**src/rtl/fft_frame_seq.sv**
```systemverilog
// Frame sequencer: on a rising edge of fifo_full, streams NUM_FRAMES frames of FFT_LEN
// samples from a show-ahead FIFO into the FFT core's Avalon-ST sink.
module fft_frame_seq #(
  parameter int FFT_LEN    = 512,
  parameter int NUM_FRAMES = 1,
  parameter int GAP_CYC    = 0,
  parameter int MUX_DELAY  = 250,
  parameter int CNT_W      = 16
) (
  input  logic clk,
  input  logic rst,
  input  logic fifo_full,
  input  logic fifo_empty,
  input  logic sink_ready,
  output logic fifo_rd,
  output logic sink_valid,
  output logic sink_sop,
  output logic sink_eop,
  output logic filt_mux,
  output logic busy,
  output logic overrun
);

  typedef enum logic [1:0] {IDLE, STREAM, GAP} state_t;

  localparam logic [CNT_W-1:0] ONE        = CNT_W'(1);
  localparam logic [CNT_W-1:0] LAST_SMP   = CNT_W'(FFT_LEN - 1);
  localparam logic [CNT_W-1:0] LAST_FRM   = CNT_W'(NUM_FRAMES - 1);
  localparam logic [CNT_W-1:0] LAST_GAP   = CNT_W'((GAP_CYC > 0) ? GAP_CYC - 1 : 0);
  localparam logic [CNT_W-1:0] MUX_MAX    = CNT_W'(MUX_DELAY);

  state_t           state, state_nx;
  logic [CNT_W-1:0] sample_idx, sample_nx;
  logic [CNT_W-1:0] frame_idx, frame_nx;
  logic [CNT_W-1:0] gap_cnt, gap_nx;
  logic [CNT_W-1:0] mux_cnt;
  logic [1:0]       full_hist;
  logic             mux_on;
  logic             start, start_ok, xfer;

  assign start      = (full_hist == 2'b01);
  assign start_ok   = start && (state == IDLE);
  assign busy       = (state != IDLE);
  assign sink_valid = (state == STREAM) && !fifo_empty;
  assign sink_sop   = sink_valid && (sample_idx == '0);
  assign sink_eop   = sink_valid && (sample_idx == LAST_SMP);
  assign fifo_rd    = sink_valid && sink_ready;
  assign xfer       = fifo_rd;
  assign filt_mux   = mux_on && (mux_cnt == MUX_MAX);

  always_ff @(posedge clk or posedge rst) begin
    if (rst) begin
      state      <= IDLE;
      sample_idx <= '0;
      frame_idx  <= '0;
      gap_cnt    <= '0;
      full_hist  <= 2'b11;
    end else begin
      state      <= state_nx;
      sample_idx <= sample_nx;
      frame_idx  <= frame_nx;
      gap_cnt    <= gap_nx;
      full_hist  <= {full_hist[0], fifo_full};
    end
  end

  always_comb begin
    state_nx  = state;
    sample_nx = sample_idx;
    frame_nx  = frame_idx;
    gap_nx    = gap_cnt;
    case (state)
      IDLE: begin
        if (start) begin
          state_nx  = STREAM;
          sample_nx = '0;
          frame_nx  = '0;
        end
      end
      STREAM: begin
        if (xfer) begin
          if (sample_idx == LAST_SMP) begin
            sample_nx = '0;
            if (frame_idx == LAST_FRM) begin
              state_nx = IDLE;
            end else begin
              frame_nx = frame_idx + ONE;
              if (GAP_CYC > 0) begin
                state_nx = GAP;
                gap_nx   = '0;
              end
            end
          end else begin
            sample_nx = sample_idx + ONE;
          end
        end
      end
      GAP: begin
        if (gap_cnt == LAST_GAP) begin
          state_nx = STREAM;
          gap_nx   = '0;
        end else begin
          gap_nx = gap_cnt + ONE;
        end
      end
      default: state_nx = IDLE;
    endcase
  end

  // mux_on keeps filt_mux low until the first start after reset.
  always_ff @(posedge clk or posedge rst) begin
    if (rst) begin
      mux_on  <= 1'b0;
      mux_cnt <= '0;
    end else if (start_ok) begin
      mux_on  <= 1'b1;
      mux_cnt <= '0;
    end else if (mux_on && (mux_cnt != MUX_MAX)) begin
      mux_cnt <= mux_cnt + ONE;
    end
  end

  always_ff @(posedge clk or posedge rst) begin
    if (rst)                          overrun <= 1'b0;
    else if (start && state != IDLE)  overrun <= 1'b1;
  end

endmodule

```
**config.mk**
```make
export PLATFORM = sky130hd
export DESIGN_NAME = fft_frame_seq
export DESIGN_NICKNAME = d
export VERILOG_FILES = /design/src/rtl/fft_frame_seq.sv
export SDC_FILE = /design/constraint.sdc
export NUM_CORES = 1
export LEC_CHECK = 0
export CAP_MARGIN = 5
export CORE_MARGIN = 10
export CORE_UTILIZATION = 50
export CTS_CLUSTER_DIAMETER = 80
export DETAILED_ROUTE_END_ITERATION = 10
export PLACE_DENSITY = 0.68
export SKIP_LAST_GASP = 1
export SYNTH_ARGS = -nofsm -noshare
export SYNTH_HDL_FRONTEND = slang
export SYNTH_SLANG_ARGS = --single-unit
```
**constraint.sdc**
```tcl
create_clock -name clk -period 2.3 [get_ports clk]
set_clock_uncertainty 0.1 [all_clocks]
set_input_delay 0.575 -clock clk [delete_from_list [all_inputs] [get_ports clk]]
set_output_delay 0.575 -clock clk [all_outputs]
set_load 0.005 [all_outputs]
```
* After elaboration in Yosys (flattened, before gate mapping)
Cells that the tools add are included.
Word-level totals: register bits 70, bits of input ports 5, word-level logic and storage cells 60
Operators by class: $add $sub $neg 4, equality and inequality tests 12, multiplexer cells 17, reductions and logical operators 19
Operators by type and width (number):
- 2-to-1 mux 16 bit | 9
- adder 16 x 1 -> 16 bit (second input constant) | 4
- one-hot mux 16 bit (2 select lines) | 2
- logical NOT 16 bit | 3
- equality test 16 x 8 -> 1 bit (second input constant) | 1
- equality test 16 x 9 -> 1 bit (second input constant) | 1
- != test 16 x 8 -> 1 bit (second input constant) | 1
- 2-to-1 mux 2 bit | 5
- AND reduction 5 bit | 2
- logical AND 1 bit | 8
- != test 2 bit (second input constant) | 4
- one-hot mux 2 bit (3 select lines) | 1
- nonzero test 2 bit | 3
- equality test 2 x 1 -> 1 bit (second input constant) | 2
- != test 2 x 1 -> 1 bit (second input constant) | 2
- AND reduction 3 bit | 1
- equality test 2 bit (second input constant) | 1
- logical NOT 2 bit | 1
- logical NOT 1 bit | 1

* Logic depth before layout (Yosys ltp)
Gate-level depths: netlist (run 1).
depth after elaboration 5, mapped depth 8, depth with buffers taken out 7

* Worst setup path before layout (run 1)
No wires, ideal clock.
path type reg2reg, start register sample_idx[0], end register frame_idx[11], library setup time 134 ps, data arrival time 1727 ps, path slack 339 ps, stages on the path, launching flop included 7, clock period less this slack 1961 ps, cells stage by stage dfrtp_1 -> ha_1 -> and4_1 -> nand3_4 -> or3_4 -> o311ai_4 -> o41ai_2
On the way: longest elaborated chain between the ends 3
RTL lines:
- start: declaration | RTL line 33 | logic [CNT_W-1:0] sample_idx, sample_nx;
- start signal: assignment | RTL line 60 | sample_idx <= sample_nx;
- equality test 16 x 9 -> 1 bit | RTL line 82 | if (sample_idx == LAST_SMP) begin
- != test 2 x 1 -> 1 bit (no line)
- AND reduction 5 bit (no line)
- end signal: assignment | RTL line 61 | frame_idx <= frame_nx;
- end: declaration | RTL line 34 | logic [CNT_W-1:0] frame_idx, frame_nx;
Every way passes these cells. A chain may end at the register's enable or synchronous reset.

* Worst setup path in the final report (run 1)
start register sample_idx[14], end output sink_eop
On the way: longest elaborated chain between the ends 2
RTL lines:
- equality test 16 x 9 -> 1 bit | RTL line 46 | assign sink_eop = sink_valid && (sample_idx == LAST_SMP);
- logical AND 1 bit | RTL line 46
- end: declaration | RTL line 18 | output logic sink_eop,
Every way passes these cells.

==> impl_metrics.prom, run 1 <==
# TYPE chip_impl_metric gauge
chip_impl_info{name="outcome",value="complete, but fails checks"} 1
chip_impl_info{name="violations",value="setup timing"} 1
chip_impl_metric{name="vdd_ir_drop_max",unit="uV"} 374.9
chip_impl_info{name="rsz0062_at_grt",value="yes"} 1
chip_impl_metric{name="worst_ep_required_time",unit="ps"} 1620
chip_impl_metric{name="buffer_ports.inserted",unit=""} 11
chip_impl_metric{name="power.share.switching",unit="%"} 24.91
chip_impl_metric{name="slew-limit-headroom",unit="%"} 71.89
chip_impl_metric{name="f_max",unit="MHz"} 430.5
chip_impl_metric{name="sequentialPowerShare",unit="%"} 52.1
chip_impl_info{name="slowest_stage",value="sky130_fd_sc_hd__dfrtp_1"} 1
chip_impl_metric{name="postRouteWirelength",unit="mm"} 7.207
chip_impl_info{name="cts_tree",value="yes"} 1
chip_impl_metric{name="total_leakage_power",unit="nW"} 1.652
chip_impl_metric{name="first_global_vias",unit=""} 2551
chip_impl_metric{name="setup_viol_count_final",unit=""} 1
chip_impl_metric{name="net_count_after_synthesis",unit=""} 332
chip_impl_metric{name="switching_power",unit="uW"} 484.5
chip_impl_metric{name="core-area",unit="um2"} 5851
chip_impl_metric{name="path_clk_slew",unit="ps"} 100
chip_impl_metric{name="timing.final.ws_setup",unit="ps"} -22.97
chip_impl_info{name="yosys_most_used_dff",value="sky130_fd_sc_hd__dfrtp_1"} 1
chip_impl_info{name="clock_tree.root_cell",value="sky130_fd_sc_hd__clkbuf_8"} 1
chip_impl_metric{name="synthesis.instances",unit=""} 321
chip_impl_metric{name="drt-pass1-iter-count",unit=""} 4
chip_impl_metric{name="ys_seq_elements",unit=""} 53
chip_impl_metric{name="final.period_utilization",unit="%"} 101.0
chip_impl_metric{name="synth-warning-count",unit=""} 0
chip_impl_metric{name="routed-via-count",unit=""} 2652
chip_impl_metric{name="layoutNonFillerInstCount",unit=""} 461
chip_impl_metric{name="maxCapViolations",unit=""} 0
chip_impl_metric{name="sequential_cell_area",unit="um2"} 1329
chip_impl_metric{name="gp_congestion",unit=""} 0.8923
chip_impl_metric{name="pwr-share-clk",unit="%"} 34.3
chip_impl_metric{name="synthesis.area_per_instance",unit="um2"} 9.316
chip_impl_metric{name="worst_setup_slack_post_dpl",unit="ps"} -314.2
chip_impl_metric{name="detail_route.vias_per_cell",unit=""} 5.753
chip_impl_metric{name="grt_first_pass_wirelength",unit="mm"} 12.33
chip_impl_metric{name="worstSkewPairLatency",unit="ps"} 310
chip_impl_metric{name="post-dp-hpwl",unit="mm"} 5.325
chip_impl_metric{name="synth_top_area_share",unit="%"} 42.68
chip_impl_metric{name="synth_edf_count",unit=""} 0
chip_impl_metric{name="critical_path.max_fanout",unit=""} 2
chip_impl_metric{name="synth.yosys.seq_area_share",unit="%"} 44.44
chip_impl_metric{name="count_of_pins_on_the_block_boundary",unit=""} 12
chip_impl_metric{name="reg2reg_setup_slack",unit="ps"} 110
chip_impl_info{name="startpoint_type",value="flop"} 1
chip_impl_metric{name="antenna_cells_inserted",unit=""} 0
chip_impl_info{name="layout_commonest_cell",value="sky130_fd_sc_hd__buf_4"} 1
chip_impl_metric{name="intPower",unit="mW"} 1.460
chip_impl_metric{name="placedCellCount",unit=""} 449
chip_impl_info{name="netlist.top_cell.by_area",value="sky130_fd_sc_hd__dfrtp_1"} 1
chip_impl_metric{name="power_density",unit="nW/um2"} 517.4
chip_impl_metric{name="finalHoldViolations",unit=""} 0
chip_impl_metric{name="maximum_number_of_pins_on_one_net_before_global_route_repair",unit=""} 23
chip_impl_metric{name="filler_cell_count",unit=""} 464
chip_impl_metric{name="post-route-cell-area",unit="um2"} 3759
chip_impl_metric{name="syn_area",unit="um2"} 2990
chip_impl_metric{name="ys_async_rst_share",unit="%"} 100.0
chip_impl_metric{name="finalSetupTns",unit="ps"} -22.97
chip_impl_metric{name="worstMarginPinSlew",unit="ps"} 418.4
chip_impl_metric{name="global_route.overflow_total",unit=""} 0
chip_impl_metric{name="cts_inserted_buffers",unit=""} 5
chip_impl_metric{name="numClockSinks",unit=""} 53
chip_impl_info{name="class_of_the_tightest_hold_or_removal_check",value="reg2reg"} 1
chip_impl_info{name="synth_area_leaders",value="sky130_fd_sc_hd__dfrtp_1 43%, sky130_fd_sc_hd__nor2_1 5.0%, sky130_fd_sc_hd__xor2_1 4.4%"} 1
chip_impl_metric{name="ant_nets",unit=""} 0
chip_impl_metric{name="multi_input_comb_area",unit="um2"} 1642
chip_impl_metric{name="maxSlewViolCount",unit=""} 0
chip_impl_metric{name="critical_path_arrival",unit="ps"} 1650
chip_impl_metric{name="drc_marker_count_from_the_first_detailed_route_iteration",unit=""} 145
chip_impl_metric{name="comb_power_share",unit="%"} 13.5
chip_impl_metric{name="critical-path-max-stage-delay",unit="ps"} 410
chip_impl_metric{name="floorplan.initialDensity",unit="%"} 51.11
chip_impl_metric{name="drc",unit=""} 0
chip_impl_metric{name="drive_gt1_share",unit="%"} 23.58
chip_impl_info{name="timing.setup.critical_path_class",value="reg2out"} 1
chip_impl_info{name="crit_path_end_kind",value="output pin"} 1
chip_impl_metric{name="antenna_violations_before_repair",unit=""} 0
chip_impl_metric{name="clock_tree.buffer_depth",unit=""} 2
chip_impl_metric{name="area_added_between_synthesis_and_finish",unit="%"} 25.69
chip_impl_metric{name="total_cell_area_at_the_placement_stage",unit="um2"} 3562
chip_impl_metric{name="total_power",unit="mW"} 1.945
chip_impl_metric{name="drt-wirelength-per-cell",unit="um"} 15.63
chip_impl_metric{name="grt_usage",unit="%"} 15.28
chip_impl_metric{name="final_period_minus_worst_setup_slack",unit="ps"} 2323
chip_impl_metric{name="cts-htree-levels",unit=""} 2
chip_impl_metric{name="dieHeight",unit="um"} 97.34
chip_impl_metric{name="floorplan.die.width",unit="um"} 97.34
chip_impl_metric{name="final.hold.worst_slack",unit="ps"} 291.2
chip_impl_metric{name="utilization",unit="%"} 64.24
chip_impl_metric{name="die-area",unit="um2"} 9474
chip_impl_info{name="path_cells",value="nor4_4, buf_4, nand4_1, nor3b_2, clkbuf_2"} 1
chip_impl_metric{name="ys_types",unit=""} 49
chip_impl_metric{name="placement_rows",unit=""} 28
chip_impl_info{name="layout_common_cells",value="53 x sky130_fd_sc_hd__buf_4, 51 x sky130_fd_sc_hd__dfrtp_1, 39 x sky130_fd_sc_hd__nor2_1, 26 x sky130_fd_sc_hd__nand2_1, 19 x sky130_fd_sc_hd__nand3_1"} 1
chip_impl_metric{name="nets",unit=""} 396
[kinds of logic after synthesis]
group,Yosys count,synth area share [%]
compound gates,56,12.85
xor+xnor,22,6.444
fa+ha+maj,6,2.510
buf+inv,21,2.845
flops,53,44.43
mux,2,0.6695
simple gates,161,30.25
[repair_timing]
action	CTS	global route
setup buffers	3	1
hold buffers	0	0
endpoints found under the setup margin	18	16
gates resized for setup	13	11
pin swaps	2	4
[per-layer routing]
metal / global-route usage, % / vias up / wire length [um]
li1: - / 1296 / -
met1: 19.39 / 1266 / 3240
met2: 25.15 / 78 / 3481
met3: 3.343 / 12 / 360
met4: 4.810 / 0 / 125
met5: 0 / - / 0
[sequential cells by signal, indices dropped and copies added (netlist names)]
register	flops
frame_idx	16
full_hist	2
mux_cnt	16
mux_on	1
overrun	1
sample_idx	16
state	1
[power by group through the flow]
stage	clock [mW]	combinational [mW]	sequential [mW]
2_1_floorplan	0	0.115	1.03
3_3_place_gp	0	0.258	1.03
3_5_place_dp	0	0.261	1.03
4_1_cts	0.689	0.262	1.01
5_1_grt	0.726	0.298	1.02
6_report	0.668	0.263	1.01
[path summary, 6_finish.rpt]
path / startpoint / end / depth (start not counted)
worst max register to register: sample_idx[14] / frame_idx[11] / 7
max in group asynchronous: rst / mux_cnt[15] / 3
min in group asynchronous: rst / sample_idx[9] / 2
worst min-delay path: full_hist[0] / full_hist[1] / 0
worst min register to register: full_hist[0] / full_hist[1] / 0
worst max-delay path: sample_idx[14] / sink_eop / 5
[synthesized netlist by cell type, types with 2 or more instances]
master and number:
sky130_fd_sc_hd__clkbuf_1 4, sky130_fd_sc_hd__dfrtp_1 51, sky130_fd_sc_hd__ha_1 6, sky130_fd_sc_hd__or4_1 2, sky130_fd_sc_hd__and4_1 7, sky130_fd_sc_hd__a31oi_1 8
sky130_fd_sc_hd__or3_1 6, sky130_fd_sc_hd__dfstp_2 2, sky130_fd_sc_hd__nand3_1 19, sky130_fd_sc_hd__nor2_1 40, sky130_fd_sc_hd__nor2b_1 3, sky130_fd_sc_hd__o21ai_0 15
sky130_fd_sc_hd__a21oi_1 16, sky130_fd_sc_hd__or2_2 2, sky130_fd_sc_hd__nor4_1 4, sky130_fd_sc_hd__xor2_1 15, sky130_fd_sc_hd__inv_1 12, sky130_fd_sc_hd__nand4_1 18
sky130_fd_sc_hd__mux2i_1 2, sky130_fd_sc_hd__nor3b_1 2, sky130_fd_sc_hd__nand2_1 26, sky130_fd_sc_hd__buf_2 5, sky130_fd_sc_hd__nand2b_1 3, sky130_fd_sc_hd__xnor2_1 7
sky130_fd_sc_hd__and2_1 4, sky130_fd_sc_hd__a21o_1 2, sky130_fd_sc_hd__o31ai_1 5, sky130_fd_sc_hd__and3_1 4, sky130_fd_sc_hd__nor3_1 7, sky130_fd_sc_hd__nor4b_1 5
[layout make-up]
cell class              count  share of cell area (%)
flip-flops and latches     53                   35.35
clock inverters             2                  0.9987
clock buffers               6                   2.197
repair buffers             66                   14.08
inverters                  12                   1.198
well taps                  75                   2.497
multi-input cells         247                   43.68
[critical path, delay by kind of cell (launching register included)]
kind / cells / cell delay, ps
flops: 1 / 410
simple gates: 3 / 630
buf+inv: 2 / 300
(Power assumes the default switching activity.)
==> run 2: changes to the inputs <==
ABC_AREA = 1   (was default)
PLACE_DENSITY = 0.67   (was 0.68)
==> impl_metrics.prom, run 2 <==
# TYPE chip_impl_metric gauge
chip_impl_metric{name="total_leakage_power",unit="nW"} 1.936
chip_impl_metric{name="ys_async_rst_share",unit="%"} 100.0
chip_impl_metric{name="detail_route.vias_per_cell",unit=""} 5.150
chip_impl_info{name="startpoint_type",value="flop"} 1
chip_impl_metric{name="synthesis.area_per_instance",unit="um2"} 6.993
chip_impl_metric{name="synthesis.instances",unit=""} 487
chip_impl_info{name="synth_commonest_cells",value="154 x sky130_fd_sc_hd__nand2_1, 70 x sky130_fd_sc_hd__nor2_1, 51 x sky130_fd_sc_hd__dfrtp_1"} 1
chip_impl_metric{name="worstMarginPinSlew",unit="ps"} 960.6
chip_impl_metric{name="postRouteWirelength",unit="mm"} 7.522
chip_impl_info{name="timing.setup.critical_path_class",value="reg2out"} 1
chip_impl_info{name="globalRoute.busiestLayer",value="met2"} 1
chip_impl_metric{name="grt_usage",unit="%"} 15.67
chip_impl_metric{name="path_clk_slew",unit="ps"} 100
chip_impl_info{name="clock_tree.root_cell",value="sky130_fd_sc_hd__clkbuf_8"} 1
chip_impl_metric{name="drc",unit=""} 0
chip_impl_metric{name="postCtsHoldBufs",unit=""} 0
chip_impl_metric{name="antenna_violations_before_repair",unit=""} 0
chip_impl_info{name="registers_with_the_most_flip_flops",value="frame_idx x16, mux_cnt x16, sample_idx x16"} 1
chip_impl_metric{name="ys_types",unit=""} 33
chip_impl_metric{name="sequential_cell_area",unit="um2"} 1329
chip_impl_info{name="layout_commonest_cell",value="sky130_fd_sc_hd__nand2_1"} 1
chip_impl_metric{name="synth_edf_count",unit=""} 0
chip_impl_metric{name="area_added_between_synthesis_and_finish",unit="%"} 14.47
chip_impl_metric{name="first_global_vias",unit=""} 2978
chip_impl_metric{name="cts_inserted_buffers",unit=""} 5
chip_impl_metric{name="placement_rows",unit=""} 30
chip_impl_metric{name="clock_tree.buffer_depth",unit=""} 2
chip_impl_metric{name="grt_first_pass_wirelength",unit="mm"} 13.54
chip_impl_info{name="count_leader_synth",value="sky130_fd_sc_hd__nand2_1"} 1
chip_impl_metric{name="floorplan.die.width",unit="um"} 102.5
chip_impl_metric{name="f_max",unit="MHz"} 446.4
chip_impl_metric{name="post-dp-hpwl",unit="mm"} 5.564
chip_impl_info{name="crit_path_end_kind",value="output pin"} 1
chip_impl_metric{name="ant_nets",unit=""} 0
chip_impl_metric{name="critical_path.max_fanout",unit=""} 2
chip_impl_metric{name="syn_area",unit="um2"} 3406
chip_impl_metric{name="drt-pass1-iter-count",unit=""} 4
chip_impl_metric{name="grt_util_met3",unit="%"} 2.681
chip_impl_info{name="slowest_stage",value="sky130_fd_sc_hd__dfrtp_1"} 1
chip_impl_metric{name="vdd_ir_drop_max",unit="uV"} 518.4
chip_impl_info{name="critical-path-top-delay-family",value="flip-flops"} 1
chip_impl_metric{name="gp_congestion",unit=""} 0.8820
chip_impl_metric{name="core-area",unit="um2"} 6719
chip_impl_metric{name="finalSetupTns",unit="ps"} 0
chip_impl_metric{name="filler_cell_count",unit=""} 624
chip_impl_metric{name="dieHeight",unit="um"} 102.5
chip_impl_metric{name="worstSkewPairLatency",unit="ps"} 300
chip_impl_metric{name="synth-warning-count",unit=""} 0
chip_impl_metric{name="maxCapViolations",unit=""} 0
chip_impl_metric{name="multi_input_comb_area",unit="um2"} 1841
chip_impl_metric{name="cts-htree-levels",unit=""} 2
chip_impl_metric{name="slew-limit-headroom",unit="%"} 35.96
chip_impl_info{name="synth_area_leaders",value="sky130_fd_sc_hd__dfrtp_1 37%, sky130_fd_sc_hd__nand2_1 17%, sky130_fd_sc_hd__nor2_1 7.7%"} 1
chip_impl_info{name="outcome",value="complete, no violations"} 1
chip_impl_metric{name="floorplan.initialDensity",unit="%"} 50.69
chip_impl_metric{name="power_density",unit="nW/um2"} 650.8
chip_impl_info{name="rsz0062_at_grt",value="yes"} 1
chip_impl_metric{name="maxSlewViolCount",unit=""} 0
chip_impl_metric{name="critPathBufInv",unit=""} 3
chip_impl_metric{name="final.period_utilization",unit="%"} 97.39
chip_impl_metric{name="critical_path_arrival",unit="ps"} 1570
chip_impl_metric{name="die-area",unit="um2"} 10510
chip_impl_metric{name="count_of_pins_on_the_block_boundary",unit=""} 12
chip_impl_info{name="cts_tree",value="yes"} 1
chip_impl_metric{name="final_period_minus_worst_setup_slack",unit="ps"} 2240
chip_impl_info{name="netlist.top_cell.by_area",value="sky130_fd_sc_hd__dfrtp_1"} 1
chip_impl_metric{name="utilization",unit="%"} 58.03
chip_impl_metric{name="drive_gt1_share",unit="%"} 16.16
chip_impl_metric{name="worst_ep_required_time",unit="ps"} 1620
chip_impl_metric{name="finalHoldViolations",unit=""} 0
chip_impl_metric{name="nets",unit=""} 536
chip_impl_metric{name="drt-wirelength-per-cell",unit="um"} 12.41
chip_impl_metric{name="ys_seq_elements",unit=""} 53
chip_impl_metric{name="setup_viol_count_final",unit=""} 0
chip_impl_metric{name="routed-via-count",unit=""} 3121
chip_impl_metric{name="critical-path-max-stage-delay",unit="ps"} 430
chip_impl_info{name="layout_common_cells",value="153 x sky130_fd_sc_hd__nand2_1, 68 x sky130_fd_sc_hd__nor2_1, 51 x sky130_fd_sc_hd__dfrtp_1, 42 x sky130_fd_sc_hd__inv_1, 39 x sky130_fd_sc_hd__nand3_1"} 1
chip_impl_metric{name="met2_track_demand_over_resource_in_global_routing",unit="%"} 26.50
chip_impl_metric{name="global_route.overflow_total",unit=""} 0
chip_impl_metric{name="synth_top_area_share",unit="%"} 37.47
chip_impl_metric{name="maximum_number_of_pins_on_one_net_before_global_route_repair",unit=""} 32
chip_impl_metric{name="groute.layer.met1.usage",unit="%"} 20.15
chip_impl_metric{name="numClockSinks",unit=""} 53
chip_impl_info{name="yosys_most_used_dff",value="sky130_fd_sc_hd__dfrtp_1"} 1
chip_impl_metric{name="net_count_after_synthesis",unit=""} 498
chip_impl_metric{name="antenna_cells_inserted",unit=""} 0
chip_impl_metric{name="synth.yosys.seq_area_share",unit="%"} 39.02
chip_impl_info{name="path_cells",value="buf_4, inv_1, ha_1, nand4_1, nor4_2, clkbuf_2"} 1
chip_impl_info{name="class_of_the_tightest_hold_or_removal_check",value="reg2reg"} 1
chip_impl_metric{name="drc_marker_count_from_the_first_detailed_route_iteration",unit=""} 184
chip_impl_metric{name="buffer_ports.inserted",unit=""} 11
[run 2: cell count changes after synthesis, moves of 7 or more]
| cell | delta |
|---|---|
| sky130_fd_sc_hd__nand3_1 | +20 |
| sky130_fd_sc_hd__a31oi_1 | -8 |
| sky130_fd_sc_hd__inv_1 | +31 |
| sky130_fd_sc_hd__nor2_1 | +30 |
| sky130_fd_sc_hd__xnor2_1 | -7 |
| sky130_fd_sc_hd__nand2_1 | +128 |
| sky130_fd_sc_hd__o21ai_0 | -10 |
| sky130_fd_sc_hd__o21ai_1 | +11 |
| sky130_fd_sc_hd__and4_1 | -7 |
| sky130_fd_sc_hd__inv_2 | +8 |
| sky130_fd_sc_hd__nand4_1 | +13 |
| sky130_fd_sc_hd__a21oi_1 | -10 |
| sky130_fd_sc_hd__xor2_1 | -7 |
[run 2: worst register-to-register path, delay by kind of cell, from the launching register on]
| family | cells | cell delay [ps] |
|---|---|---|
| compound gates | 1 | 760 |
| flops | 1 | 350 |
| fa+ha+maj | 1 | 180 |
| simple gates | 4 | 440 |
| buf+inv | 1 | 50 |
[run 2: layer usage]
layer	part of all wire [%]	vias up	wire length (um)
li1	-	1646	-
met1	47	1424	3554
met2	48	45	3606
met3	4.0	6	303
met4	0.76	0	57
met5	0	-	0
[run 2: kinds of logic (layout without fill, tap and decap cells)]
logic type | after synthesis | in the layout | share of synthesized area (%)
buf+inv | 63 | 102 | 7.935
xor+xnor | 8 | 8 | 2.057
compound gates | 35 | 35 | 6.319
flops | 53 | 53 | 39.02
simple gates | 322 | 322 | 42.47
fa+ha+maj | 6 | 6 | 2.204
[run 2: power by group]
group / internal, mW / total [mW] / switching, mW
Clock: 0.212 / 0.510 / 0.298
Combinational: 0.372 / 0.886 / 0.515
Sequential: 1.04 / 1.14 / 0.105
Total: 1.62 / 2.54 / 0.917
[run 2: final cells by class]
class,instances,area share (%)
Multi-Input combinational cell,371,47.21
Tap cell,80,2.567
Sequential cell,53,34.08
Timing Repair Buffer,42,8.986
Clock buffer,6,1.861
Clock inverter,2,0.2567
Inverter,52,5.038
[run 2: repair_timing]
action / CTS / global route
gates resized for setup: 7 / 11
setup buffers: 3 / 0
endpoints found under the setup margin: 5 / 3
pin swaps: 2 / 2
[run 2: worst paths after layout]
path	startpoint	endpoint	slack (ps)	cells past startpoint
hold / removal	full_hist[0]	full_hist[1]	290	0
max in group asynchronous	rst	full_hist[0]	1200	3
hold reg to reg	full_hist[0]	full_hist[1]	290	0
setup / recovery	sample_idx[1]	sink_sop	60	6
setup reg to reg	mux_cnt[0]	mux_cnt[13]	350	7
min in group asynchronous	rst	mux_on	530	3
[run 2: metrics by stage]
| stage | instance area, um2 | power (mW) | hold slack (ps) | std cells | setup slack, ps |
|---|---|---|---|---|---|
| 3_3_place_gp | 3777 | 2.000 | 270.9 | 595 | -333.8 |
| 2_1_floorplan | 3406 | 1.698 | 266.8 | 487 | 342.1 |
| 5_1_grt | 3899 | 2.754 | 298.7 | 606 | -55.99 |
| 3_5_place_dp | 3777 | 2.020 | 275.4 | 595 | -365.4 |
| 4_1_cts | 3881 | 2.561 | 291.0 | 606 | -57.44 |
| 6_report | 3899 | 2.537 | 287.2 | 606 | 59.96 |
==> run 3: changes to the inputs <==
ABC_AREA = default   (was 1)
GPL_ROUTABILITY_DRIVEN = 0   (was default)
PLACE_DENSITY = 0.68   (was 0.67)
==> results of run 3 <==
Final layout, timing and power as in run 1 (identical DEF).
